<file path="config.mk">
export PLATFORM = sky130hd
export DESIGN_NAME = ahb_rr_arbiter_flat
export DESIGN_NICKNAME = d
export VERILOG_FILES = /design/src/rtl/ahb_pkg.sv /design/src/rtl/ahb_rr_arbiter_if.sv /design/src/rtl/rr_pick.sv /design/src/rtl/ahb_rr_arbiter.sv /design/src/flat_wrapper.sv
export SDC_FILE = /design/constraint.sdc
export NUM_CORES = 1
export LEC_CHECK = 0
export BUFFER_PORTS_ARGS = -buffer_cell sky130_fd_sc_hd__clkbuf_2
export CAP_MARGIN = 20
export CELL_PAD_IN_SITES_DETAIL_PLACEMENT = 1
export CELL_PAD_IN_SITES_GLOBAL_PLACEMENT = 1
export CORE_MARGIN = 5
export CORE_UTILIZATION = 21
export DETAILED_ROUTE_END_ITERATION = 8
export HOLD_SLACK_MARGIN = 0.02
export PLACE_DENSITY = 0.88
export SLEW_MARGIN = 20
export SYNTH_ARGS = -nofsm -noshare
export SYNTH_HDL_FRONTEND = slang
export SYNTH_HIERARCHICAL = 1
export SYNTH_SLANG_ARGS = --single-unit
</file>
<file path="constraint.sdc">
create_clock -name h_clk -period 2.6 [get_ports h_clk]
set_input_delay 0.13 -clock h_clk [delete_from_list [all_inputs] [get_ports h_clk]]
set_output_delay 0.13 -clock h_clk [all_outputs]
set_load 0.02 [all_outputs]
</file>
<file path="src/rtl/ahb_pkg.sv">
// Shared AHB definitions: HTRANS encodings and the arbiter state type.
package ahb_pkg;

  localparam logic [1:0] HTRANS_IDLE   = 2'b00;
  localparam logic [1:0] HTRANS_BUSY   = 2'b01;
  localparam logic [1:0] HTRANS_NONSEQ = 2'b10;
  localparam logic [1:0] HTRANS_SEQ    = 2'b11;

  typedef enum logic {
    PARK = 1'b0,
    OWN  = 1'b1
  } arb_state_e;

endpackage

</file>
<file path="src/rtl/ahb_rr_arbiter_if.sv">
// Bus bundle between the requesting masters, the arbiter and the bridge port.
interface ahb_rr_arbiter_if #(
  parameter int NUM_MASTERS = 3,
  parameter int AW          = 32,
  parameter int DW          = 32
);
  localparam int MW = $clog2(NUM_MASTERS);

  logic [NUM_MASTERS-1:0]    m_req;
  logic [2*NUM_MASTERS-1:0]  m_trans;
  logic [AW*NUM_MASTERS-1:0] m_addr;
  logic [NUM_MASTERS-1:0]    m_write;
  logic [DW*NUM_MASTERS-1:0] m_wdata;
  logic [NUM_MASTERS-1:0]    m_grant;
  logic [NUM_MASTERS-1:0]    m_ready;
  logic                      h_readyout;
  logic [1:0]                h_trans;
  logic [AW-1:0]             h_addr;
  logic                      h_write;
  logic [DW-1:0]             h_wdata;
  logic                      h_readyin;
  logic [MW-1:0]             h_master;

  // Arbiter side.
  modport slave (
    input  m_req, m_trans, m_addr, m_write, m_wdata, h_readyout,
    output m_grant, m_ready, h_trans, h_addr, h_write, h_wdata, h_readyin, h_master
  );

  // Environment side: masters plus bridge.
  modport master (
    output m_req, m_trans, m_addr, m_write, m_wdata, h_readyout,
    input  m_grant, m_ready, h_trans, h_addr, h_write, h_wdata, h_readyin, h_master
  );

endinterface

</file>
<file path="src/rtl/rr_pick.sv">
// Combinational round-robin picker: first requester at or after ptr, wrapping.
module rr_pick #(
  parameter int N  = 3,
  parameter int MW = $clog2(N)
) (
  input  logic [N-1:0]  req,
  input  logic [MW-1:0] ptr,
  output logic [MW-1:0] winner,
  output logic          any_req
);

  // One extra bit so ptr + k never overflows before the modulo fold.
  logic [MW:0] idx;

  // Scan N positions in rotation order and keep the first hit.
  always_comb begin
    // NOTE: every variable assigned here gets a default first, otherwise paths
    // that skip an assignment would infer a latch.
    winner  = '0;
    any_req = 1'b0;
    idx     = '0;
    for (int k = 0; k < N; k++) begin
      idx = {1'b0, ptr} + (MW+1)'(k);
      if (idx >= (MW+1)'(N)) idx = idx - (MW+1)'(N);
      if (!any_req && req[idx[MW-1:0]]) begin
        any_req = 1'b1;
        winner  = idx[MW-1:0];
      end
    end
  end

endmodule

</file>
<file path="src/rtl/ahb_rr_arbiter.sv">
// Round-robin arbiter sharing one AHB-to-APB bridge port among several masters.
// Address phase follows the registered grant; write data follows one beat behind.
module ahb_rr_arbiter
  import ahb_pkg::*;
#(
  parameter int NUM_MASTERS = 3,
  parameter int AW          = 32,
  parameter int DW          = 32
) (
  input logic              h_clk,
  input logic              h_reset,
  ahb_rr_arbiter_if.slave  bus
);

  localparam int MW = $clog2(NUM_MASTERS);

  arb_state_e             state_q, state_d;
  logic [MW-1:0]          grant_idx_q, grant_idx_d;
  logic [NUM_MASTERS-1:0] grant_q, grant_d;
  logic [MW-1:0]          rr_ptr_q, rr_ptr_d;
  logic [MW-1:0]          data_idx_q;
  logic                   data_valid_q;

  logic [1:0]    trans_a [NUM_MASTERS];
  logic [AW-1:0] addr_a  [NUM_MASTERS];
  logic [DW-1:0] wdata_a [NUM_MASTERS];

  logic                   owner_req;
  logic [1:0]             eff_trans;
  logic                   rearb;
  logic [MW-1:0]          winner;
  logic                   any_req;
  logic [NUM_MASTERS-1:0] data_oh;

  for (genvar g = 0; g < NUM_MASTERS; g++) begin : g_unpack
    assign trans_a[g] = bus.m_trans[2*g +: 2];
    assign addr_a[g]  = bus.m_addr[AW*g +: AW];
    assign wdata_a[g] = bus.m_wdata[DW*g +: DW];
  end

  rr_pick #(.N(NUM_MASTERS), .MW(MW)) u_pick (
    .req     (bus.m_req),
    .ptr     (rr_ptr_q),
    .winner  (winner),
    .any_req (any_req)
  );

  // Address-phase mux: owner drives the bridge, BUSY or a dropped request reads as IDLE.
  always_comb begin
    owner_req   = bus.m_req[grant_idx_q];
    eff_trans   = HTRANS_IDLE;
    bus.h_addr  = '0;
    bus.h_write = 1'b0;
    if (state_q == OWN) begin
      bus.h_addr  = addr_a[grant_idx_q];
      bus.h_write = bus.m_write[grant_idx_q];
      if (owner_req && trans_a[grant_idx_q] != HTRANS_BUSY) eff_trans = trans_a[grant_idx_q];
    end
    bus.h_trans   = eff_trans;
    bus.h_readyin = bus.h_readyout & eff_trans[1];
    // The grant is locked while the owner is mid-transfer with its request up.
    rearb = bus.h_readyout && (state_q == PARK || !owner_req || eff_trans == HTRANS_IDLE);
  end

  // Next-state: hand the bus to the next requester in rotation, or park on master 0.
  always_comb begin
    state_d     = state_q;
    grant_idx_d = grant_idx_q;
    grant_d     = grant_q;
    rr_ptr_d    = rr_ptr_q;
    if (rearb) begin
      if (any_req) begin
        state_d          = OWN;
        grant_idx_d      = winner;
        grant_d          = '0;
        grant_d[winner]  = 1'b1;
        rr_ptr_d         = (winner == MW'(NUM_MASTERS-1)) ? '0 : winner + 1'b1;
      end else begin
        state_d     = PARK;
        grant_idx_d = '0;
        grant_d     = NUM_MASTERS'(1);
      end
    end
  end

  // Arbitration registers.
  always_ff @(posedge h_clk or posedge h_reset) begin
    // NOTE: state is updated with non-blocking assignments so every register
    // samples pre-edge values regardless of statement order.
    if (h_reset) begin
      state_q     <= PARK;
      grant_idx_q <= '0;
      grant_q     <= NUM_MASTERS'(1);
      rr_ptr_q    <= '0;
    end else begin
      state_q     <= state_d;
      grant_idx_q <= grant_idx_d;
      grant_q     <= grant_d;
      rr_ptr_q    <= rr_ptr_d;
    end
  end

  // Data-phase owner advances with each accepted address beat.
  always_ff @(posedge h_clk or posedge h_reset) begin
    if (h_reset) begin
      data_idx_q   <= '0;
      data_valid_q <= 1'b0;
    end else if (bus.h_readyout) begin
      data_idx_q   <= grant_idx_q;
      data_valid_q <= eff_trans[1];
    end
  end

  // Data-phase outputs and per-master ready.
  always_comb begin
    data_oh             = '0;
    data_oh[data_idx_q] = 1'b1;
    bus.h_wdata         = data_valid_q ? wdata_a[data_idx_q] : '0;
    bus.h_master        = data_idx_q;
    bus.m_grant         = grant_q;
    bus.m_ready         = (grant_q | data_oh) & {NUM_MASTERS{bus.h_readyout}};
  end

endmodule

</file>
<file path="src/flat_wrapper.sv">
// flat-port wrapper written by rule: the top's interface ports become plain ports
module ahb_rr_arbiter_flat import ahb_pkg::*;
#(
  parameter int NUM_MASTERS = 3,
  parameter int AW          = 32,
  parameter int DW          = 32
)
  (h_clk, h_reset, bus_m_req, bus_m_trans, bus_m_addr, bus_m_write, bus_m_wdata, bus_h_readyout, bus_m_grant, bus_m_ready, bus_h_trans, bus_h_addr, bus_h_write, bus_h_wdata, bus_h_readyin, bus_h_master);
  ahb_rr_arbiter_if #(.NUM_MASTERS(NUM_MASTERS), .AW(AW), .DW(DW)) bus_i ();
  input logic h_clk;
  input logic h_reset;
  input wire logic [$bits(bus_i.m_req)-1:0] bus_m_req;
  input wire logic [$bits(bus_i.m_trans)-1:0] bus_m_trans;
  input wire logic [$bits(bus_i.m_addr)-1:0] bus_m_addr;
  input wire logic [$bits(bus_i.m_write)-1:0] bus_m_write;
  input wire logic [$bits(bus_i.m_wdata)-1:0] bus_m_wdata;
  input wire logic [$bits(bus_i.h_readyout)-1:0] bus_h_readyout;
  output wire logic [$bits(bus_i.m_grant)-1:0] bus_m_grant;
  output wire logic [$bits(bus_i.m_ready)-1:0] bus_m_ready;
  output wire logic [$bits(bus_i.h_trans)-1:0] bus_h_trans;
  output wire logic [$bits(bus_i.h_addr)-1:0] bus_h_addr;
  output wire logic [$bits(bus_i.h_write)-1:0] bus_h_write;
  output wire logic [$bits(bus_i.h_wdata)-1:0] bus_h_wdata;
  output wire logic [$bits(bus_i.h_readyin)-1:0] bus_h_readyin;
  output wire logic [$bits(bus_i.h_master)-1:0] bus_h_master;
  assign bus_i.m_req = bus_m_req;
  assign bus_i.m_trans = bus_m_trans;
  assign bus_i.m_addr = bus_m_addr;
  assign bus_i.m_write = bus_m_write;
  assign bus_i.m_wdata = bus_m_wdata;
  assign bus_i.h_readyout = bus_h_readyout;
  assign bus_m_grant = bus_i.m_grant;
  assign bus_m_ready = bus_i.m_ready;
  assign bus_h_trans = bus_i.h_trans;
  assign bus_h_addr = bus_i.h_addr;
  assign bus_h_write = bus_i.h_write;
  assign bus_h_wdata = bus_i.h_wdata;
  assign bus_h_readyin = bus_i.h_readyin;
  assign bus_h_master = bus_i.h_master;
  ahb_rr_arbiter #(.NUM_MASTERS(NUM_MASTERS), .AW(AW), .DW(DW)) u_core (.h_clk(h_clk), .h_reset(h_reset), .bus(bus_i));
endmodule
</file>
Word level (Yosys, flattened, before mapping)
Cells that the tools add are included.
Widths: inputs -> output; s select.
Storage, ports and cells
  bits in registers: 11
  output and inout bits: 76
  word-level logic and storage cells: 87
Cells by class
  add/sub/neg operators: 6
  $lt $le $gt $ge: 13
  eq/ne operators: 2
  multiplexer cells: 41
  bitwise logic cells: 6
  reduce and logical (&&, ||, !) cells: 13
Operators by type and width (count)
  $mux 32: 6
  $bmux 32 s2: 2
  $mux 2: 12
  $lt 2x3->1 const B: 6
  $mux 1: 12
  $bmux 1 s2: 5
  $ge 3x2->1 const B: 2
  $ge 3x3->1 const B: 2
  $logic_and 1x1->1: 6
  $not 2->3: 2
  $sub 2x2->2 const B: 3
  $bmux 2 s2: 1
  $demux 1 s2: 2
  $ge 2x1->1 const B: 2
  $add 2x1->3 const B: 1
  $add 2x2->3 const B: 1
  $and 3x3->3: 1
  $logic_not 1->1: 3
  $mux 3: 1
  $or 3x3->3: 1
  $add 2x1->2 const B: 1
  $eq 2x2->1 const B: 1
  $ge 2x2->1 const B: 1
  $logic_not 2->1: 1
  other kinds (5): 6

Longest topological paths before layout
  word-level depth: 16
  depth in mapped cells: 9
  gate-level depth less buffers: 9

Cells and area by module
Netlist, hierarchy kept.
By module, submodules not included
  ahb_rr_arbiter: times used 1, cells each 354, area each 2287.2 um^2, seq. area each 276.5 um^2
  rr_pick: times used 1, cells each 26, area each 200.2 um^2, seq. area each 0.0 um^2

Worst setup path before layout
Ideal clock, no wire load.
  path type: register to register
  start: register u_core.rr_ptr_q[0]
  end: register u_core.grant_q[1] (netlist: u_core/bus.m_grant[1])
  data arrival time: 2029 ps
  required time: 2475 ps
  setup slack: 446 ps
  stages on the path, launching flop included: 8
  path buffers: 0
  path through: dfrtp_1 inv_1 ha_1 mux2i_1 nor3b_1 a211oi_1 and3b_1 mux2_4
On the way
  cells in the longest elaborated chain, start to end: 16
Ends and longest elaborated chain
  start: declaration: RTL line ahb_rr_arbiter.sv:20  | logic [MW-1:0] rr_ptr_q, rr_ptr_d;
  start signal: assignment: RTL line ahb_rr_arbiter.sv:99  | rr_ptr_q <= rr_ptr_d;
  branches (longest 10 deep; another with $add 2x1->3)
  $mux 2 (*): RTL line rr_pick.sv:25  | if (!any_req && req[idx[MW-1:0]]) begin
  net u_core.winner[1]: RTL line ahb_rr_arbiter.sv:31  | logic [MW-1:0] winner;
  $lt 2x3->1 (implied by the code) / $ge 2x1->1 (equally long branches): RTL line ahb_rr_arbiter.sv:76  | grant_d[winner] = 1'b1;
  $logic_and 1x1->1 (implied by the code): RTL line ahb_rr_arbiter.sv:76
  $mux 1 (implied by the code): RTL line ahb_rr_arbiter.sv:76
  $demux 1 s2 (*)
  $mux 3 (*): RTL line ahb_rr_arbiter.sv:72  | if (any_req) begin
  end signal: assignment: RTL line ahb_rr_arbiter.sv:98  | grant_q <= grant_d;
  end: declaration: RTL line ahb_rr_arbiter.sv:19  | logic [NUM_MASTERS-1:0] grant_q, grant_d;
Mark *: on every way through the listed nets, which the timed path passes. The select of a mux whose other input is x is not followed.
A chain may end at the register's enable or synchronous reset.

Final worst setup path
Ends and elaborated chain as after synthesis.

==> impl_results.md <==
* Status: finished clean
* H-tree Lvls at 1
* Setup repair bufs after CTS at 0
* Worst-skew pair later-pin latency at around 240 ps
* Buffers on Ports at around 280
* Final Cell Area at between 4000 and 5000 um^2
* Unrepaired setup endpoints after global routing: no
* First-pass GRT wire length at 20500 um
* DR vias/cell at ~4.7
* Drc violations at 0
* Seq/Total Area, Yosys at about 11%
* Crit start category: flop
* Cell Count, Final, Fillers Out at between 700 and 800
* Vias post-DR at between 3000 and 4000
* WS Path Type: reg2reg
* Mapped cell area at around 2500 um^2
* Clock Path Buffers at 2
* Worst slack at placement at approximately 180 ps
* Max Fanout on Critical Path at 6
* Die area at between 10000 and 15000 um^2
* CTS buffer count at 3
* Hpwl dp at 11100 um
* Starting density of the core at a little over a fifth
* WP data required at 2720 ps
* Worst IR Drop VDD at about 0.33 mV
* HP Class: in2reg
* RePlAce Congestion at about 0.84
* Top_reg_cell synth: dfrtp_1
* Vias in the first global route at about 4200
* Delay-heaviest family, CP: multiplexers
* Total gr overflow at 0
* Dpl cells at about 780
* Yosys reg bits at 11
* Area Growth Syn to Fin at 65.7%
* Final wirelength at 12800 um
* Setup_tns at 0 ps
* Nets@finish at 856
* Pin count of the biggest net entering global routing at 36
* Fin. Hold Viols at 0
* EDFF count, synth at 0
* Fmax at about 420 MHz
* Diodes inserted at 0
* Slowest-stage cell, CP: mux2i_1
* Worst Skew at 1.73 ps
* Placed Area at about 4000 um^2
* Antenna violations before repair at 0
* Asr flop ratio synth at 100%
* Synth warn at 6
* TritonCTS clock tree: yes
* Post-route ant nets at 0
* Total track usage at roughly 17%
* Max incr delay on CP at about 440 ps
* Die width at 119 um
* Slew @ Worst Pin at roughly 840 ps
* Commonest non-fill, non-tap cell in the layout: clkbuf_2
* Power per cell area at roughly 960 nW/um^2
* Routed len/inst at 16.3 um
* Max-Cap Viols at 0
* Setup violation total in the final timing report at 0
* Buf/Inv on CP at 1
* Post-synth cell types at 37
* 1st-iter DRT viols at about 150
* Mean area per synthesized cell at 6.55 um^2
* Clock Pin Slew Worst Setup and Hold Paths at 40 ps
* CTS sink cnt at 11
* Post-layout minimum cycle time at 2360 ps
* Root buffer cell: clkbuf_16
* Final Cycle Share at a little over 90%
* Worst setup margin at around 240 ps
* Crit path DAT at approximately 2500 ps
* Cell Chain, Critical Path: inv_1 -> ha_1 -> mux2i_1 -> nor3b_1 -> a211oi_2 -> and3b_1 -> mux2_4
* Share of layout cells above drive strength 1 at ~47%
* Pleak at between 2 and 2.5 nW
* Most frequent cells in the layout: clkbuf_2 (282), nor2_1 (73), mux2i_1 (72)
* Post-Syn Instances at 380
* Syn nets at slightly below 600
* Cell row count at 39
* Max_slew headroom at between 40% and 50%
* First-pass DRT Iterations at 4
* Area of the core at between 10000 and 15000 um^2
* Filler Cells Inserted at between 1500 and 2000
* Setup crit end kind: flop
* I/O pin total at approximately 280
* Die H at 119 um
* Final number of max-transition violations at 0
[final timing paths]
kind,slack [ps],from,endpoint,depth (start not counted)
worst max-delay path,240,u_core/rr_ptr_q[0],u_core/bus.m_grant[1],7
worst min-delay path,170,bus_h_readyout,u_core/bus.h_master[0],2
worst max register to register,240,u_core/rr_ptr_q[0],u_core/bus.m_grant[1],7
worst min register to register,560,u_core/rr_ptr_q[1],u_core/rr_ptr_q[1],1
max in group asynchronous,1840,h_reset,u_core/bus.m_grant[0],3
min in group asynchronous,430,h_reset,u_core/rr_ptr_q[0],3
[area by class of cell]
| cell class | instances | area [um^2] | share of cell area, % |
|---|---|---|---|
| clock buffer | 4 | 78.8 | 1.91 |
| inverter | 12 | 45.0 | 1.09 |
| multi-input combinational | 328 | 2030 | 49.2 |
| sequential | 11 | 279 | 6.77 |
| tap | 143 | 179 | 4.34 |
| timing repair buffer | 290 | 1510 | 36.7 |
[cell families after synthesis]
family / count (synthesis) / share of synthesized area, %
and+or+nand+nor: 161 / 29.8
AOI/OAI and AO/OA: 89 / 19.1
muxes: 75 / 30.8
buffers and inverters: 41 / 7.70
DFF: 11 / 11.1
adders and majority gates: 3 / 1.51
[registers in the layout, summed over array words and instances, names as in the netlist]
register	count
u_core/data_valid_q	1
u_core/bus.h_master	2
u_core/rr_ptr_q	2
u_core/grant_idx_q	2
u_core/bus.m_grant	3
u_core/state_q	1
[synth_stat cells (2+ instances only)]
cell | count | area share, %
nor2_1 | 74 | 11
mux2i_1 | 72 | 29
o21ai_1 | 39 | 7.8
a21oi_1 | 38 | 7.6
nand2_1 | 38 | 5.7
and2_1 | 33 | 8.3
buf_2 | 12 | 2.4
inv_1 | 11 | 1.7
dfrtp_1 | 10 | 10
clkbuf_1 | 9 | 1.4
buf_4 | 4 | 1.2
a31oi_1 | 3 | 0.75
buf_1 | 3 | 0.45
ha_1 | 3 | 1.5
mux2_4 | 3 | 1.8
nand3b_1 | 3 | 0.91
a22o_1 | 2 | 0.70
nor2b_1 | 2 | 0.50
nor4b_1 | 2 | 0.70
o21ai_0 | 2 | 0.40
[what timing repair did]
item                       CTS  global route
setup endpoints to repair    0             3
hold endpoints to repair    10             0
gates resized for setup      0             1
hold buffers                 1             0
[metrics by stage]
step / hold WS (ps) / utilization (%) / total power [mW]
after CTS: 166 / 35.8 / 4.01
after global placement: 116 / 35.0 / 3.64
after detailed placement: 139 / 35.0 / 3.70
final: 169 / 35.8 / 3.95
after global routing: 189 / 35.8 / 4.33
after floorplan: -18.3 / - / 2.65
[per-layer routing]
metal  up-vias  part of all wire, %  global-route usage (%)
met5         -                    0                       0
met2       194                   52                    34.1
li1       1825                    -                       -
met4         0                  1.5                    3.40
met1      1692                   36                    17.7
met3        14                   10                    5.97
[power breakdown]
group	switching [mW]	internal (mW)	leakage (nW)	total (mW)
Combinational	1.94	1.29	2.08	3.23
Clock	0.0764	0.206	0.0382	0.282
Sequential	0.187	0.249	0.136	0.437
No activity file was read; power rests on OpenSTA's default activity.
